`src/rtl/rst_seq_gen.sv`:
```
// Multi-channel reset sequencer: releases N_CH reset domains in thermometer order after a
// synchronous or soft restart. Optional watchdog restart is enabled by defining RST_SEQ_GEN_WDT_EN.
module rst_seq_gen #(
    parameter int N_CH     = 4,
    parameter int HOLD_CYC = 2,
    parameter int STEP_CYC = 4,
    parameter int CNT_W    = 16,
    parameter int WDT_CYC  = 64
) (
    input  logic             i_clk,
    input  logic             i_sync_rst,
    input  logic             i_soft_rst_req,
    input  logic             i_wdt_kick,
    output logic [N_CH-1:0]  o_rst,
    output logic             o_busy,
    output logic             o_seq_done,
    output logic [CNT_W-1:0] o_cyc_cnt,
    output logic [7:0]       o_soft_cnt,
    output logic             o_wdt_fire
);

    localparam int T_MAX = HOLD_CYC + (N_CH - 1) * STEP_CYC;
    localparam int TMR_W = $clog2(T_MAX + 1);

    if (N_CH < 1 || HOLD_CYC < 1 || STEP_CYC < 1 || WDT_CYC < 1) begin : g_param_check
        $error("rst_seq_gen: N_CH, HOLD_CYC, STEP_CYC and WDT_CYC must all be >= 1");
    end

    typedef enum logic [1:0] {
        ST_ASSERT  = 2'd0,
        ST_HOLD    = 2'd1,
        ST_RELEASE = 2'd2,
        ST_DONE    = 2'd3
    } state_t;

    state_t            state_q;
    state_t            state_d;
    logic [TMR_W-1:0]  tmr_q;
    logic [TMR_W-1:0]  tmr_d;
    logic [N_CH-1:0]   rst_d;
    logic [CNT_W-1:0]  cyc_d;
    logic [7:0]        soft_d;
    logic              soft_prev_q;
    logic              soft_rise;
    logic              rs;
    logic              restart;
    logic              wdt_trip;

    assign rs        = i_sync_rst | i_soft_rst_req;
    assign restart   = rs | wdt_trip;
    assign soft_rise = i_soft_rst_req & ~soft_prev_q;

`ifdef RST_SEQ_GEN_WDT_EN
    localparam int WDT_W = $clog2(WDT_CYC + 1);

    logic [WDT_W-1:0] wdt_q;
    logic [WDT_W-1:0] wdt_d;

    // The counter only runs in DONE; reaching WDT_CYC acts like a soft restart on that edge.
    always_comb begin
        wdt_d    = '0;
        wdt_trip = 1'b0;
        if (!rs && state_q == ST_DONE && !i_wdt_kick) begin
            if (wdt_q + WDT_W'(1) == WDT_W'(WDT_CYC)) begin
                wdt_trip = 1'b1;
            end else begin
                wdt_d = wdt_q + WDT_W'(1);
            end
        end
    end

    always_ff @(posedge i_clk) begin
        if (i_sync_rst) begin
            wdt_q      <= '0;
            o_wdt_fire <= 1'b0;
        end else begin
            wdt_q      <= wdt_d;
            o_wdt_fire <= wdt_trip;
        end
    end
`else
    logic unused_wdt_kick;

    assign unused_wdt_kick = i_wdt_kick;
    assign wdt_trip        = 1'b0;
    assign o_wdt_fire      = 1'b0;
`endif

    always_comb begin
        state_d = state_q;
        tmr_d   = tmr_q;
        rst_d   = o_rst;
        cyc_d   = o_cyc_cnt;
        soft_d  = o_soft_cnt;

        if (restart) begin
            state_d = ST_ASSERT;
            tmr_d   = '0;
            rst_d   = '1;
            cyc_d   = '0;
        end else if (state_q == ST_DONE) begin
            if (o_cyc_cnt != '1) begin
                cyc_d = o_cyc_cnt + CNT_W'(1);
            end
        end else begin
            // Channel k drops once the timer reaches its offset; offsets grow with k,
            // so the vector stays thermometer-shaped and released bits never re-assert.
            tmr_d = tmr_q + TMR_W'(1);
            for (int k = 0; k < N_CH; k++) begin
                rst_d[k] = (int'(tmr_d) < HOLD_CYC + k * STEP_CYC);
            end
            if (rst_d == '0) begin
                state_d = ST_DONE;
            end else if (!rst_d[0]) begin
                state_d = ST_RELEASE;
            end else begin
                state_d = ST_HOLD;
            end
        end

        if (i_sync_rst) begin
            soft_d = '0;
        end else if ((soft_rise || wdt_trip) && o_soft_cnt != 8'hFF) begin
            soft_d = o_soft_cnt + 8'd1;
        end
    end

    always_ff @(posedge i_clk) begin
        if (i_sync_rst) begin
            state_q     <= ST_ASSERT;
            tmr_q       <= '0;
            o_rst       <= '1;
            o_busy      <= 1'b1;
            o_seq_done  <= 1'b0;
            o_cyc_cnt   <= '0;
            o_soft_cnt  <= '0;
            soft_prev_q <= i_soft_rst_req;
        end else begin
            state_q     <= state_d;
            tmr_q       <= tmr_d;
            o_rst       <= rst_d;
            o_busy      <= (state_d != ST_DONE);
            o_seq_done  <= (state_d == ST_DONE);
            o_cyc_cnt   <= cyc_d;
            o_soft_cnt  <= soft_d;
            soft_prev_q <= i_soft_rst_req;
        end
    end

endmodule

```
`config.mk`:
```
export PLATFORM = sky130hd
export DESIGN_NAME = rst_seq_gen
export DESIGN_NICKNAME = d
export VERILOG_FILES = /design/src/rtl/rst_seq_gen.sv
export SDC_FILE = /design/constraint.sdc
export NUM_CORES = 1
export LEC_CHECK = 0
export ABC_AREA = 0
export BUFFER_PORTS_ARGS = -buffer_cell sky130_fd_sc_hd__buf_4
export CAP_MARGIN = 20
export CORE_MARGIN = 10
export CORE_UTILIZATION = 30
export DETAILED_ROUTE_END_ITERATION = 8
export PLACE_DENSITY = 0.59
export SYNTH_ARGS = -nofsm -noshare
export SYNTH_HDL_FRONTEND = slang
export SYNTH_SLANG_ARGS = --single-unit
```
`constraint.sdc`:
```
create_clock -name i_clk -period 5.9 [get_ports i_clk]
set_clock_uncertainty 0.2 [all_clocks]
set_input_delay 0.885 -clock i_clk [delete_from_list [all_inputs] [get_ports i_clk]]
set_output_delay 0.885 -clock i_clk [all_outputs]
set_load 0.01 [all_outputs]
```
==> flow_summary.ini, run 1 <==
[drt]
vias = 1470
ant_nets = 0
first_pass_iters = 4
routed_wl_um = 3850
drt-initial-drc-count = 96
drc = 0
wl_per_cell_um = 13.0
viasPerCell = 4.98

[synthesis]
yosysWarnings = 0
syn_nets = 197
synth-edff-count = 0
ys_seq_area_share_pct = 44.6
synth_top_area_share_pct = 44.6
async_flop_share_pct = 0
synth_top_area_cell = dfxtp_1
synthCells = 190
synth_seq_cells = 37
yosys.cell_types.count = 41
ys_top_cells_by_area = dfxtp_1 45%, a21oi_1 4.8%, o21ai_0 3.9%, nand2_1 3.8%, nor2_1 3.2%
synth-main-ff-cell = dfxtp_1
syn_area_per_cell_um2 = 8.75
synth.cell_area_mm2 = 0.00166

[sta]
finalSetupTns_ns = 0
worst_pin_slew_ns = 0.613
fmax_mhz = 440
finalHoldViolations = 0
rsz0062_at_grt = false
fin_crit_sh_pct = 38.5
drv_slew = 0
period_minus_slack_ns = 2.27
finalSetupViolations = 0
relSlewSlack_pct = 58.8

[clock_network]
clk_latency_ns = 0.29
clock-sinks = 37
clk_path_buf_depth = 2
root_buffer = clkbuf_8
hold_buffers = 0
cts_resized = 0
htree_num_levels = 2
path_clk_slew_ns = 0.08
post_cts_buffers = 0
cts_buffers = 5
cts_tree = built

[floorplanning]
start_util_pct = 30.5
core_area_mm2 = 0.00544
die_w_um = 94.4
ios = 35
die_area_mm2 = 0.00892
die_h_um = 94.4
rows = 27

[status]
status = complete, no violations

[final_layout]
diodes = 0
final_cell_mix = 37 x dfxtp_1, 33 x buf_4, 17 x nand2_1, 16 x a21oi_1, 14 x nor2_1
fill_cells = 572
fin_area_mm2 = 0.00206
final_common_cell = dfxtp_1
drive_gt1_share_pct = 22.4
stdcell_count = 295
fin_nets = 229
syn_to_final_growth_pct = 23.7

[job]
cap_violations = 0

[power]
power_frac_comb_pct = 4.0
swShare_pct = 24.1
max-vdd-ir-drop_v = 0.0000786
pwr-share-seq_pct = 56.5
power_switching_uw = 109
p_leak_uw = 0.000732
p_int_uw = 343
power_density_mw_per_mm2 = 220
clkPwrFrac_pct = 39.5

[worst_setup_path]
cp.required_ns = 5.87
cp-start-kind = flip-flop
end_kind = flip-flop
cp.arrival_ns = 2.25
crit_type = reg -> reg
crit_fanout = 11

[grt]
grtUsageTotal_pct = 8.85
grt_first_pass_wirelength_um = 6390
overflow = 0
grt_max_degree = 22
antenna_found_initial = 0
grt_pass1_vias = 1364

[placed_design]
place_hpwl_um = 2790
port_buffers = 32
dp_cells = 287
place_area_mm2 = 0.00196
gp_congestion = 0.765

[min_path]
hold_path_class = reg -> reg
[power groups by stage]
stage | clock network, uW | registers (uW) | logic [uW]
global placement | 0 | 261 | 18.0
finish | 179 | 255 | 17.9
global route | 196 | 256 | 20.3
CTS | 187 | 255 | 18.2
floorplan | 0 | 261 | 11.9
detailed placement | 0 | 261 | 18.2
[synthesized netlist by cell type, types with 2 or more instances]
master	count
xnor2_1	2
o31ai_1	3
nand2_1	17
nor2_1	14
nand3_1	9
mux2i_1	2
a31oi_1	5
xor2_1	6
ha_1	3
or3_1	8
o21bai_1	3
nor3_1	4
clkbuf_1	6
dfxtp_1	37
inv_1	6
o21ai_0	13
nand4_1	6
or4_1	4
or2_2	3
a21oi_1	16
and4_1	3
[stage by stage]
stage / worst slack [ns] / hold WS (ns) / total power [uW] / utilization [%]
2_1_floorplan: 3.86 / 0.249 / 273 / -
3_3_place_gp: 3.33 / 0.240 / 279 / 36.0
3_5_place_dp: 3.67 / 0.238 / 279 / 36.1
4_1_cts: 3.63 / 0.253 / 461 / 37.8
5_1_grt: 3.41 / 0.270 / 472 / 37.8
6_report: 3.63 / 0.249 / 452 / 37.8
[layout make-up]
class	count	area, um2	area share, %
Clock inverter	3	22.5	1.10
Tap cell	72	90.1	4.38
Sequential cell	37	741	36.0
Inverter	6	22.5	1.10
Clock buffer	5	68.8	3.35
Timing Repair Buffer	33	248	12.1
Multi-Input combinational cell	139	863	42.0
[worst paths after layout]
path,from,end,slack [ns],cells past startpoint
setup / recovery,o_cyc_cnt[0],o_cyc_cnt[0],3.63,6
hold / removal,o_rst[0],o_rst[0],0.25,2
setup reg to reg,o_cyc_cnt[0],o_cyc_cnt[0],3.63,6
hold reg to reg,o_rst[0],o_rst[0],0.25,2
[per-layer routing]
metal | vias to the layer above | routed length (um) | GRT usage [%]
met4 | 0 | 53 | 4.30
met3 | 4 | 220 | 2.78
met2 | 25 | 1850 | 14.4
met1 | 686 | 1720 | 10.3
li1 | 755 | - | -
met5 | - | 0 | 0
[worst max-delay path, cell delays in order, from the launching register on]
cell,delay (ns)
dfxtp_1,0.42
ha_1,0.23
nand3_2,0.18
o41ai_2,0.64
buf_4,0.27
xor2_1,0.15
nor2_1,0.05
[registers in the layout (all words and copies together), names as in the netlist]
name         count
o_cyc_cnt       16
tmr_q            4
soft_prev_q      1
state_q          2
o_rst            4
o_soft_cnt       8
o_busy           1
o_seq_done       1
[cells by family after synthesis]
| logic type | Yosys count | synth area share (%) |
|---|---|---|
| xor gates and xnor gates | 8 | 4.22 |
| AOI/OAI and AO/OA | 48 | 17.8 |
| adders and majority gates | 3 | 2.26 |
| buffers and inverters | 14 | 3.46 |
| other | 1 | 0.226 |
| muxes | 2 | 1.20 |
| DFF | 37 | 44.6 |
| and+or+nand+nor | 77 | 26.2 |
Note: power is estimated with default switching activity, not from simulation.
==> run 2: changes to the inputs <==
--- a/config.mk
+++ b/config.mk
@@ -5,13 +5,13 @@
 export SDC_FILE = /design/constraint.sdc
 export NUM_CORES = 1
 export LEC_CHECK = 0
-export ABC_AREA = 0
+export ABC_AREA = 1
 export BUFFER_PORTS_ARGS = -buffer_cell sky130_fd_sc_hd__buf_4
 export CAP_MARGIN = 20
 export CORE_MARGIN = 10
 export CORE_UTILIZATION = 30
 export DETAILED_ROUTE_END_ITERATION = 8
-export PLACE_DENSITY = 0.59
+export PLACE_DENSITY = 0.58
 export SYNTH_ARGS = -nofsm -noshare
 export SYNTH_HDL_FRONTEND = slang
 export SYNTH_SLANG_ARGS = --single-unit
==> constraint.sdc (replaced) <==
create_clock -name i_clk -period 2.1 [get_ports i_clk]
set_clock_uncertainty 0.2 [all_clocks]
set_input_delay 0.315 -clock i_clk [delete_from_list [all_inputs] [get_ports i_clk]]
set_output_delay 0.315 -clock i_clk [all_outputs]
set_load 0.01 [all_outputs]
==> run 2 against run 1 <==
Against the previous run: register-to-register slack got worse by 3.4 ns; synthesized area rose by 11%; die area rose by 8.9%; non-clock buffer count rose by 6; sequential cell count did not move; power rose to 3.2 times the previous value; core utilization rose by 1.3 points; first-iteration DRC count fell by 5.2%; worst hold slack got worse by 0.20 ns; highest routed layer unchanged.
==> flow_summary.ini, run 2 <==
[worst_setup_path]
cp.required_ns = 2.09
r2r_slack_ns = 0.26
r2r_end = o_cyc_cnt[1]
end_kind = flip-flop
crit_fanout = 16
timing.rr.start = o_cyc_cnt[1]
cp.arrival_ns = 1.83
cp-start-kind = flip-flop
startpoint = o_cyc_cnt[1]
crit_type = reg -> reg
rr_worst_depth = 9

[final_layout]
final_cell_mix = 85 x nand2_1, 38 x buf_4, 37 x dfxtp_1, 35 x nor2_1, 23 x a21oi_1
final_util_pct = 39.1
drive_gt1_share_pct = 19.0
reg_top3 = o_cyc_cnt: 16 flops, o_soft_cnt: 8 flops
largest_reg_flops = 16
top_register = o_cyc_cnt
diodes = 0
final_common_cell = nand2_1
fin_nets = 317
syn_to_final_growth_pct = 25.8

[drt]
vias = 1673
drt-initial-drc-count = 91
drc = 0
wl_per_cell_um = 10.9
viasPerCell = 4.33
routed_wl_um = 4190
ant_nets = 0
first_pass_iters = 4

[clock_network]
cts_tree = built
cts_resized = 0
htree_num_levels = 2
clock-sinks = 37
clk_path_buf_depth = 2
path_clk_slew_ns = 0.08
root_buffer = clkbuf_8
clk_latency_ns = 0.29
cts_buffers = 5

[placed_design]
place_hpwl_um = 3130
gp_congestion = 0.794
port_buffers = 32

[floorplanning]
ios = 35
start_util_pct = 31.1
die_w_um = 98.5
die_area_mm2 = 0.00971
rows = 28
core_area_mm2 = 0.00596
die_h_um = 98.5

[grt]
grt_busiest_layer = met2
grt_first_pass_wirelength_um = 7300
antenna_found_initial = 0
grt_use_met3_pct = 2.65
grt_pass1_vias = 1570
grtUsageTotal_pct = 8.83
grt_max_degree = 17
gr-usage-met1_pct = 11.1
met2_usage_pct = 13.9
overflow = 0

[power]
p_leak_uw = 0.000995
swShare_pct = 21.5
power_frac_comb_pct = 4.3
pwr-share-seq_pct = 50.2
power_density_mw_per_mm2 = 613
max-vdd-ir-drop_v = 0.000248
power_switching_uw = 307
p_total_uw = 1430
p_int_uw = 1120
clkPwrFrac_pct = 45.5

[synthesis]
synth-main-ff-cell = dfxtp_1
synth.cell_area_mm2 = 0.00185
ys_top_cells_by_area = dfxtp_1 40%, nand2_1 17%, nor2_1 7.1%, a21oi_1 6.2%, inv_1 4.5%
synth-edff-count = 0
synth_seq_cells = 37
synth_top_area_cell = dfxtp_1
yosys.cell_types.count = 27
synthCells = 269
yosysWarnings = 0
syn_nets = 276
yosys-top-cells-count = 85 x nand2_1, 37 x dfxtp_1, 35 x nor2_1
ys_seq_area_share_pct = 40.0
synth_top_area_share_pct = 40.0
syn_area_per_cell_um2 = 6.88
synthMostInstantiatedCell = nand2_1
async_flop_share_pct = 0

[job]
cap_violations = 0

[sta]
finalSetupViolations = 0
finalSetupTns_ns = 0
fin_crit_sh_pct = 87.6
hold_slack_ns = 0.0486
drv_slew = 0
fmax_mhz = 544
period_minus_slack_ns = 1.84
finalHoldViolations = 0
rsz0062_at_grt = false

[status]
status = complete, no violations

[min_path]
hold_path_class = in -> reg
hold_path_depth = 2
hold_end = o_soft_cnt[7]
min_from = i_sync_rst
==> run 2: cell types whose count changed in the layout (fill, tap and decap cells not counted), sizes merged, moves of 5 or more <==
cell   change
a31oi      -5
a21oi      +7
buf        +5
or4        -5
inv       +19
nor2      +26
or3        -8
nand2     +72
==> run 2: final cells by class <==
cell class / instances / area (um2)
Multi-Input combinational cell: 201 / 977
Sequential cell: 37 / 741
Inverter: 26 / 100
Fill cell: 659 / 3630
Tap cell: 75 / 93.8
Clock buffer: 6 / 82.6
Timing Repair Buffer: 39 / 295
Clock inverter: 2 / 37.5
==> run 2: how the worst max path moves through the flow <==
stage | end | depth (start not counted)
after CTS | o_cyc_cnt[1] | 9
after floorplan | o_cyc_cnt[3] | 10
final | o_cyc_cnt[1] | 9
after detailed placement | o_cyc_cnt[1] | 9
after global placement | o_cyc_cnt[1] | 9
after global routing | o_cyc_cnt[0] | 9
==> run 2: cells by family after synthesis <==
group / after synthesis / synth area share [%]
simple gates: 145 / 33.8
compound gates: 40 / 11.1
flops: 37 / 40.0
buf+inv: 31 / 7.17
xor+xnor: 12 / 5.68
fa+ha+maj: 3 / 2.03
other cells: 1 / 0.203
==> run 2: metal layers <==
layer / up-vias / wire length (um)
met3: 5 / 162
met2: 23 / 1850
met1: 716 / 2110
li1: 929 / -
met5: - / 0
met4: 0 / 66
==> run 2: what timing repair did <==
item | in CTS | in global routing
endpoints found under the hold margin | 1 | 0
hold buffers | 1 | 0
setup buffers | 0 | 0
==> run 2: critical path, stage by stage, from the launching register on <==
cell	delay [ns]
dfxtp_1	0.34
ha_1	0.23
inv_2	0.11
nor2_8	0.06
nand2_2	0.08
nor2_4	0.04
nor2_4	0.33
inv_4	0.16
nor2_1	0.12
nor2_1	0.05
==> run 2: power groups by stage <==
stage | combinational, uW | clock, uW | sequential [uW]
after floorplan | 38.2 | 0 | 734
after global placement | 60.2 | 0 | 733
after detailed placement | 60.9 | 0 | 733
after CTS | 62.7 | 672 | 717
after global routing | 69.8 | 707 | 719
final | 61.2 | 650 | 717
==> run 2: metrics by stage <==
step	instance area, um2	setup WS [ns]	std cells
after floorplan	1850	0.355	269
after global placement	2200	0.259	377
after detailed placement	2200	0.257	377
after CTS	2330	0.243	386
after global routing	2330	0.0963	386
final	2330	0.261	386
==> run 3: changes to the inputs <==
--- a/config.mk
+++ b/config.mk
@@ -9,9 +9,10 @@
 export BUFFER_PORTS_ARGS = -buffer_cell sky130_fd_sc_hd__buf_4
 export CAP_MARGIN = 20
 export CORE_MARGIN = 10
-export CORE_UTILIZATION = 30
+export CORE_UTILIZATION = 45
 export DETAILED_ROUTE_END_ITERATION = 8
-export PLACE_DENSITY = 0.58
+export GPL_TIMING_DRIVEN = 0
+export PLACE_DENSITY = 0.77
 export SYNTH_ARGS = -nofsm -noshare
 export SYNTH_HDL_FRONTEND = slang
 export SYNTH_SLANG_ARGS = --single-unit
==> run 3 against run 2 <==
Against the previous run: wire length shrank 2.5%; largest power group unchanged; sequential power is essentially flat; power shrank 1.1%; fmax shrank 3.5%; die area shrank 27%; cell count shrank 7.0%; largest cell class unchanged; clock power shrank 2%; final area shrank 2.2%; critical path type unchanged; setup slack lost 0.067 ns; global-route usage grew 3.1 points; register-to-register slack lost 0.07 ns; highest routed layer unchanged.
==> flow_summary.ini, run 3 (synthesis gave the netlist of run 2 again) <==
[status]
status = complete, no violations

[sta]
period_minus_slack_ns = 1.91
fmax_mhz = 525
rsz0062_at_grt = false
setup_slack_ns = 0.195
fin_crit_sh_pct = 90.7
finalHoldViolations = 0
drv_slew = 0
finalSetupTns_ns = 0
finalSetupViolations = 0

[final_layout]
diodes = 0
fill_cells = 370
final_common_cell = nand2_1
reg_top3 = o_cyc_cnt: 16 flops, o_soft_cnt: 8 flops
drive_gt1_share_pct = 18.4
top_register = o_cyc_cnt
fin_nets = 315
register_area_um2 = 742
multiInputGateArea_um2 = 980
syn_to_final_growth_pct = 23.0
final_cell_mix = 85 x nand2_1, 36 x dfxtp_1, 34 x nor2_1, 32 x buf_4, 23 x a21oi_1
largest_reg_flops = 16

[worst_setup_path]
rr_worst_depth = 8
slowest_delay_ns = 0.38
end_kind = flip-flop
crit_buf_inv = 1
worst_path_max_delay_cell = dfxtp_1
r2r_slack_ns = 0.19
startpoint = o_soft_cnt[1]
cp-start-kind = flip-flop
r2r_end = o_soft_cnt[5]
timing.rr.start = o_soft_cnt[1]
crit_type = reg -> reg
cp.arrival_ns = 1.87
critical-path-top-delay-family = simple AND/OR/NAND/NOR gates
cp.required_ns = 2.06
path_cells = ha_1 -> nand3_1 -> nor2_1 -> nand3_1 -> nand2_1 -> inv_1 -> nand2_1 -> a21oi_1
crit_fanout = 10

[clock_network]
cts_tree = built
clock-sinks = 37
path_clk_slew_ns = 0.07
cts_buffers = 5
clk_path_buf_depth = 2
root_buffer = clkbuf_8
clk_latency_ns = 0.29
htree_num_levels = 2

[floorplanning]
ios = 35
rows = 23
die_w_um = 84.1
die_h_um = 84.1
start_util_pct = 46.3
die_area_mm2 = 0.00708
core_area_mm2 = 0.00400

[power]
max-vdd-ir-drop_v = 0.000383
p_leak_uw = 0.000982
power_density_mw_per_mm2 = 620

[grt]
met2_usage_pct = 19.3
gr-usage-met1_pct = 14.0
antenna_found_initial = 0
grt_max_degree = 12
grt_use_met3_pct = 3.42
grtUsageTotal_pct = 11.9
grt_first_pass_wirelength_um = 7330
grt_pass1_vias = 1690
overflow = 0
grt_busiest_layer = met2

[placed_design]
gp_congestion = 0.840
port_buffers = 31
dp_slack_ns = 0.199
place_hpwl_um = 3010

[min_path]
min_from = i_sync_rst
hold_path_class = in -> reg
hold_end = o_soft_cnt[2]
hold_path_depth = 2

[drt]
drt-initial-drc-count = 91
ant_nets = 0
viasPerCell = 4.83
first_pass_iters = 4
wl_per_cell_um = 11.4
drc = 0
vias = 1733
routed_wl_um = 4090

[job]
cap_violations = 0
run 3: cell types whose count changed in the layout (fill, tap and decap cells not counted), sizes merged:
cell | before | now
clkinvlp | 1 | 0
clkbuf | 6 | 8
buf | 38 | 35
run 3: stage by stage:
stage / hold WS, ns / power [uW] / instances / area, um2 / utilization, %
5_1_grt: 0.253 / 1470 / 359 / 2280 / 56.9
3_3_place_gp: 0.239 / 791 / 350 / 2150 / 53.6
6_report: 0.206 / 1410 / 359 / 2280 / 56.9
2_1_floorplan: 0.143 / 773 / 269 / 1850 / -
4_1_cts: 0.190 / 1430 / 359 / 2270 / 56.8
3_5_place_dp: 0.244 / 792 / 350 / 2150 / 53.6
run 3: final cells by class:
cell class	count	share of cell area [%]
multi-input combinational	201	43.0
sequential	37	32.6
timing repair buffer	32	10.7
inverter	26	4.40
clock buffer	7	3.79
tap	50	2.75
buffer	5	1.43
clock inverter	1	1.32
run 3: worst register-to-register path: cells and delay by family, from the launching register on:
family / cells / cell delay (ns)
adder cells (fa/ha/maj): 1 / 0.23
flip-flops: 1 / 0.38
buffers and inverters: 1 / 0.20
AO/OA/AOI/OAI: 1 / 0.06
AND/OR/NAND/NOR: 5 / 0.71
run 3: per-layer routing:
| metal | vias up | wire length, um |
|---|---|---|
| li1 | 922 | - |
| met1 | 761 | 1880 |
| met2 | 40 | 1890 |
| met3 | 10 | 226 |
| met4 | 0 | 89 |
| met5 | - | 0 |
run 3: report_power, final:
part	leakage (uW)	switching [uW]	internal, uW
combinational	0.000623	37.7	22.5
sequential	0.000300	6.35	711
clock	0.0000585	248	387
run 3: worst max path at each step:
stage | endpoint | slack, ns | cells past startpoint
6_report | o_soft_cnt[5] | 0.19 | 8
4_1_cts | o_cyc_cnt[13] | 0.09 | 6
5_1_grt | o_soft_cnt[3] | 0.04 | 8
3_5_place_dp | o_cyc_cnt[13] | 0.20 | 9
2_1_floorplan | o_cyc_cnt[3] | 0.35 | 10
3_3_place_gp | o_cyc_cnt[11] | 0.22 | 10
run 3: repair_timing:
item                       in CTS  in global routing
hold buffers                    1                  0
setup endpoints to repair       0                 12
resized for setup               0                  2
hold endpoints to repair        1                  0
buffers inserted                0                  0
